--- src/rtl/mips_mc_controller_if.sv ---
// Control bundle between the multicycle MIPS controller and its datapath:
// instruction fields and the zero flag come in, mux selects and enables go out.
interface mips_mc_controller_if;
    logic [5:0] op;
    logic [5:0] funct;
    logic       zero;
    logic       iord;
    logic       memwrite;
    logic       irwrite;
    logic       regdst;
    logic       memtoreg;
    logic       regwrite;
    logic       alusrca;
    logic [1:0] alusrcb;
    logic [1:0] pcsrc;
    logic       pcen;
    logic [2:0] alucontrol;
    logic       illegal_op;

    modport master (
        input  op, funct, zero,
        output iord, memwrite, irwrite, regdst, memtoreg, regwrite,
               alusrca, alusrcb, pcsrc, pcen, alucontrol, illegal_op
    );

    modport slave (
        output op, funct, zero,
        input  iord, memwrite, irwrite, regdst, memtoreg, regwrite,
               alusrca, alusrcb, pcsrc, pcen, alucontrol, illegal_op
    );
endinterface

--- src/rtl/mips_mc_controller.sv ---
// Multicycle MIPS control FSM: sequences fetch/decode/execute/memory/writeback
// and decodes aluop+funct into the 3-bit ALU operation.
//
// state    | meaning
// FETCH    | load IR from mem[PC], PC <= PC+4
// DECODE   | read registers, precompute branch target into ALUOut
// MEMADR   | compute lw/sw effective address
// MEMRD    | read data memory at ALUOut
// MEMWB    | write loaded data to rt
// MEMWR    | write register B to memory at ALUOut
// EXECUTE  | R-type ALU operation
// ALUWB    | write ALU result to rd
// BRANCH   | compare A-B, take branch on zero
// ADDIEXEC | A + SignImm
// ADDIWB   | write addi result to rt
// JUMP     | load jump target into PC
module mips_mc_controller (
    input  logic                   clk,
    input  logic                   reset,
    mips_mc_controller_if.master   bus
);
    typedef enum logic [3:0] {
        FETCH    = 4'd0,
        DECODE   = 4'd1,
        MEMADR   = 4'd2,
        MEMRD    = 4'd3,
        MEMWB    = 4'd4,
        MEMWR    = 4'd5,
        EXECUTE  = 4'd6,
        ALUWB    = 4'd7,
        BRANCH   = 4'd8,
        ADDIEXEC = 4'd9,
        ADDIWB   = 4'd10,
        JUMP     = 4'd11
    } state_t;

    localparam logic [5:0] OP_LW    = 6'b100011;
    localparam logic [5:0] OP_SW    = 6'b101011;
    localparam logic [5:0] OP_RTYPE = 6'b000000;
    localparam logic [5:0] OP_BEQ   = 6'b000100;
    localparam logic [5:0] OP_ADDI  = 6'b001000;
    localparam logic [5:0] OP_J     = 6'b000010;

    state_t     state, state_next;
    logic       pcwrite, branch;
    logic [1:0] aluop;
    logic       irwrite_s, memwrite_s, regwrite_s;

    always_ff @(posedge clk or posedge reset) begin
        if (reset) state <= FETCH;
        else       state <= state_next;
    end

    always_comb begin
        state_next     = FETCH;
        pcwrite        = 1'b0;
        branch         = 1'b0;
        aluop          = 2'b00;
        irwrite_s      = 1'b0;
        memwrite_s     = 1'b0;
        regwrite_s     = 1'b0;
        bus.iord       = 1'b0;
        bus.regdst     = 1'b0;
        bus.memtoreg   = 1'b0;
        bus.alusrca    = 1'b0;
        bus.alusrcb    = 2'b00;
        bus.pcsrc      = 2'b00;
        bus.illegal_op = 1'b0;
        case (state)
            FETCH: begin
                irwrite_s   = 1'b1;
                pcwrite     = 1'b1;
                bus.alusrcb = 2'b01;
                state_next  = DECODE;
            end
            DECODE: begin
                bus.alusrcb = 2'b11;
                case (bus.op)
                    OP_LW, OP_SW: state_next = MEMADR;
                    OP_RTYPE:     state_next = EXECUTE;
                    OP_BEQ:       state_next = BRANCH;
                    OP_ADDI:      state_next = ADDIEXEC;
                    OP_J:         state_next = JUMP;
                    default: begin
                        state_next     = FETCH;
                        bus.illegal_op = 1'b1;
                    end
                endcase
            end
            MEMADR: begin
                bus.alusrca = 1'b1;
                bus.alusrcb = 2'b10;
                state_next  = (bus.op == OP_SW) ? MEMWR : MEMRD;
            end
            MEMRD: begin
                bus.iord   = 1'b1;
                state_next = MEMWB;
            end
            MEMWB: begin
                regwrite_s   = 1'b1;
                bus.memtoreg = 1'b1;
            end
            MEMWR: begin
                bus.iord   = 1'b1;
                memwrite_s = 1'b1;
            end
            EXECUTE: begin
                bus.alusrca = 1'b1;
                aluop       = 2'b10;
                state_next  = ALUWB;
            end
            ALUWB: begin
                regwrite_s = 1'b1;
                bus.regdst = 1'b1;
            end
            BRANCH: begin
                bus.alusrca = 1'b1;
                aluop       = 2'b01;
                branch      = 1'b1;
                bus.pcsrc   = 2'b01;
            end
            ADDIEXEC: begin
                bus.alusrca = 1'b1;
                bus.alusrcb = 2'b10;
                state_next  = ADDIWB;
            end
            ADDIWB: begin
                regwrite_s = 1'b1;
            end
            JUMP: begin
                pcwrite   = 1'b1;
                bus.pcsrc = 2'b10;
            end
            default: state_next = FETCH;
        endcase
    end

    // Reset gates the enables combinationally so an in-flight write dies at once.
    assign bus.irwrite  = irwrite_s  & ~reset;
    assign bus.memwrite = memwrite_s & ~reset;
    assign bus.regwrite = regwrite_s & ~reset;
    assign bus.pcen     = (pcwrite | (branch & bus.zero)) & ~reset;

    always_comb begin
        bus.alucontrol = 3'b010;
        if (aluop == 2'b01) begin
            bus.alucontrol = 3'b110;
        end else if (aluop == 2'b10) begin
            case (bus.funct)
                6'b100010: bus.alucontrol = 3'b110;
                6'b100100: bus.alucontrol = 3'b000;
                6'b100101: bus.alucontrol = 3'b001;
                6'b101010: bus.alucontrol = 3'b111;
                default:   bus.alucontrol = 3'b010;
            endcase
        end
    end
endmodule

--- src/flat_wrapper.sv ---
// flat-port wrapper written by rule: the top's interface ports become plain ports
module mips_mc_controller_flat 
  (clk, reset, bus_op, bus_funct, bus_zero, bus_iord, bus_memwrite, bus_irwrite, bus_regdst, bus_memtoreg, bus_regwrite, bus_alusrca, bus_alusrcb, bus_pcsrc, bus_pcen, bus_alucontrol, bus_illegal_op);
  mips_mc_controller_if bus_i ();
  input  logic clk;
  input  logic reset;
  input wire logic [$bits(bus_i.op)-1:0] bus_op;
  input wire logic [$bits(bus_i.funct)-1:0] bus_funct;
  input wire logic [$bits(bus_i.zero)-1:0] bus_zero;
  output wire logic [$bits(bus_i.iord)-1:0] bus_iord;
  output wire logic [$bits(bus_i.memwrite)-1:0] bus_memwrite;
  output wire logic [$bits(bus_i.irwrite)-1:0] bus_irwrite;
  output wire logic [$bits(bus_i.regdst)-1:0] bus_regdst;
  output wire logic [$bits(bus_i.memtoreg)-1:0] bus_memtoreg;
  output wire logic [$bits(bus_i.regwrite)-1:0] bus_regwrite;
  output wire logic [$bits(bus_i.alusrca)-1:0] bus_alusrca;
  output wire logic [$bits(bus_i.alusrcb)-1:0] bus_alusrcb;
  output wire logic [$bits(bus_i.pcsrc)-1:0] bus_pcsrc;
  output wire logic [$bits(bus_i.pcen)-1:0] bus_pcen;
  output wire logic [$bits(bus_i.alucontrol)-1:0] bus_alucontrol;
  output wire logic [$bits(bus_i.illegal_op)-1:0] bus_illegal_op;
  assign bus_i.op = bus_op;
  assign bus_i.funct = bus_funct;
  assign bus_i.zero = bus_zero;
  assign bus_iord = bus_i.iord;
  assign bus_memwrite = bus_i.memwrite;
  assign bus_irwrite = bus_i.irwrite;
  assign bus_regdst = bus_i.regdst;
  assign bus_memtoreg = bus_i.memtoreg;
  assign bus_regwrite = bus_i.regwrite;
  assign bus_alusrca = bus_i.alusrca;
  assign bus_alusrcb = bus_i.alusrcb;
  assign bus_pcsrc = bus_i.pcsrc;
  assign bus_pcen = bus_i.pcen;
  assign bus_alucontrol = bus_i.alucontrol;
  assign bus_illegal_op = bus_i.illegal_op;
  mips_mc_controller u_core (.clk(clk), .reset(reset), .bus(bus_i));
endmodule
--- config.mk ---
export PLATFORM = sky130hd
export DESIGN_NAME = mips_mc_controller_flat
export DESIGN_NICKNAME = d
export VERILOG_FILES = /design/src/rtl/mips_mc_controller_if.sv /design/src/rtl/mips_mc_controller.sv /design/src/flat_wrapper.sv
export SDC_FILE = /design/constraint.sdc
export NUM_CORES = 1
export LEC_CHECK = 0
export ABC_AREA = 1
export BUFFER_PORTS_ARGS = -buffer_cell sky130_fd_sc_hd__buf_2
export CELL_PAD_IN_SITES_DETAIL_PLACEMENT = 0
export CELL_PAD_IN_SITES_GLOBAL_PLACEMENT = 1
export CORE_ASPECT_RATIO = 0.9
export CORE_MARGIN = 1
export CORE_UTILIZATION = 27
export CTS_CLUSTER_SIZE = 10
export DETAILED_ROUTE_END_ITERATION = 12
export PLACE_DENSITY = 0.89
export SYNTH_ARGS = -nofsm -noshare
export SYNTH_HDL_FRONTEND = slang
export SYNTH_SLANG_ARGS = --single-unit
--- constraint.sdc ---
create_clock -name clk -period 2.4 [get_ports clk]
set_input_delay 0.48 -clock clk [delete_from_list [all_inputs] [get_ports clk]]
set_output_delay 0.48 -clock clk [all_outputs]
set_load 0.05 [all_outputs]
==> reports/qor.yml <==
clk_pin_slew_worst_paths_ns: 0.04
drive_gt1_share_pct: 30.94
top_regs: "u_core.state x4"
routed_wl_mm: 1.467
die_y_um: 44.50
row_count: 14
die_x_um: 49.22
synth_ff_type: "dfrtp_1"
area_growth_pct: 38.11
antenna_found_initial: 0
syn_area_per_cell_um2: 5.111
rsz0062_at_grt: "no"
setup_viol: 0
finClkSkew_ns: 0.005046
critPathArrivalTime_ns: 1.53
insertion_delay_ns: 0.25
async_flop_share_pct: 100.0
postCtsHoldBufs: 0
peakVddDrop_v: 0.0004393
hpwlAfterDp_mm: 1.270
critical_path_buf_inv_count: 2
post_cts_buffers: 0
maxSlewHeadroom_pct: 82.15
cts_tree: "done"
coreArea_um2: 1769
design_area_um2: 748.2
ys_types: 15
end_kind: "output pin"
io_buffer_count: 30
yosysTopAreaCell: "nor2_1"
worst_path_most_repeated_cell: "nor2_1"
die_area_um2: 2190
numPlacedInstances: 160
dr.first_iter.drc_count: 30
final-max-slew-violation-count: 0
hold_slack_ns: 0.1631
cts-root-buf: "clkbuf_4"
grt_pass1_vias: 628
grtUsageTotal_pct: 15.34
synth_seq_cells: 4
max_cap_viol_count: 0
r2r.worst_path.cells: 7
grt_pass1_wl_mm: 2.490
synth_edf_count: 0
crit_type: "flip-flop to output pin"
vias: 723
cp.depth: 6
placed_cell_area_um2: 725.7
worstHoldPathType: "input pin to async pin"
synth_top_cell_area_share_pct: 19.40
ant_nets: 0
syn_area_um2: 541.8
worst-endpoint-required_ns: 1.92
fin_crit_ns: 2.009
start_util_pct: 30.62
fin_tns_setup_ns: 0
numCtsBuffers: 3
fmax_ghz: 0.4977
power_density_nw_per_um2: 953.4
top_register: "u_core.state"
period_share_pct: 83.72
cp_top_family: "flip-flops"
largest_reg_flops: 4
yosysMostFrequentCell: "nor2_1"
cts-resized-gates: 0
worst_slew_pin_slew_ns: 0.2667
synthTopCellsByCount: "nor2_1, inv_1, nand2_1, nand3_1"
rr_startpoint: "u_core.state[1]$_DFF_PP0_"
cp-start-kind: "flip-flop"
slowest_delay_ns: 0.44
drt-vias-per-instance: 4.436
diodes: 0
clockBufferDepth: 2
route.detailed.wl_per_inst_um: 9.000
path_cells: "nor2_1 -> inv_2 -> nor2_1 -> nor2_1 -> a21oi_2 -> buf_2"
clock_sinks: 4
slowest_stage: "dfrtp_1"
gp_congestion: 0.7992
r2r-end: "u_core.state[0]$_DFF_PP0_"
synth_warnings: 0
remaining_drc_errors: 0
reg2reg_setup_slack_ns: 1.26
io_pins: 31
finalHoldViolations: 0
grt.overflow.total: 0
cp_max_fo: 7
detail_route.first_pass.iterations: 4
synth_cells: 106
ys_top_cells_by_area: "nor2_1, dfrtp_1, inv_1, nand2_1, nand3_1"
leakagePower_nw: 0.4901
htreeDepth: 1
grt_max_degree: 8
nets: 156
syn-num-nets: 121
fin_util_pct: 42.29
seq_area_frac_synth_pct: 18.48
status: "finished, final reports clean"
instances_no_fill: 163
[placed cells by master, fill, tap and decap left out]
master and n:
inv_2 2, a21oi_1 2, nor2_4 1, nor2_2 3, nand2_2 3, a21oi_2 1, xnor2_1 1, dfrtp_1 4
nand3_1 11, o21ai_0 4, o22ai_1 1, inv_1 21, clkbuf_4 3, buf_2 30, o21ai_1 1, nand2_1 21
nand4_1 2, nor2_1 28
[where the power goes]
group,total (W),internal [W],switching (W)
clock network,0.0000888,0.0000562,0.0000326
registers,0.000110,0.0000863,0.0000235
logic,0.000515,0.000120,0.000395
total,0.000713,0.000262,0.000451
[stage by stage]
stage	total power, W	setup slack [ns]
after floorplan	0.0005191	0.1709
after global placement	0.0006290	0.5535
after detailed placement	0.0006277	0.5835
after CTS	0.0007174	0.3862
after global routing	0.0007702	0.2614
final	0.0007133	0.3907
[metal layers]
layer | track usage [%] | vias to the layer above | wire length (µm)
li1 | - | 388 | -
met1 | 18.85 | 318 | 691
met2 | 23.56 | 12 | 677
met3 | 6.186 | 5 | 72
met4 | 7.059 | 0 | 26
met5 | 0 | - | 0
[logic make-up after synthesis]
family / Yosys count / synth area share (%)
buffers and inverters: 23 / 15.94
and+or+nand+nor: 69 / 55.43
AOI/OAI and AO/OA: 9 / 8.544
DFF: 4 / 18.48
xor gates and xnor gates: 1 / 1.617
[worst register-to-register path, stage by stage, from the launching register on]
cell	delay, ns
dfrtp_1	0.44
nor2_1	0.20
inv_2	0.07
nor2_1	0.14
inv_1	0.08
nand2_1	0.06
inv_1	0.04
nand2_1	0.05
[worst max-delay path by stage]
stage | to | start
finish | bus_pcen | u_core.state[1]$_DFF_PP0_
CTS | bus_illegal_op | u_core.state[1]$_DFF_PP0_
detailed placement | bus_illegal_op | bus_op[2]
global placement | bus_illegal_op | bus_op[2]
global route | bus_irwrite | u_core.state[1]$_DFF_PP0_
floorplan | bus_alusrcb[1] | u_core.state[3]$_DFF_PP0_
[layout make-up]
cell class / instances / area, µm²
Fill cell: 197 / 1021
Multi-Input combinational cell: 79 / 359.1
Timing Repair Buffer: 30 / 150.1
Sequential cell: 4 / 100.1
Inverter: 23 / 86.33
Tap cell: 24 / 30.03
Clock buffer: 3 / 22.52
Note: power is estimated with default switching activity, not from simulation.
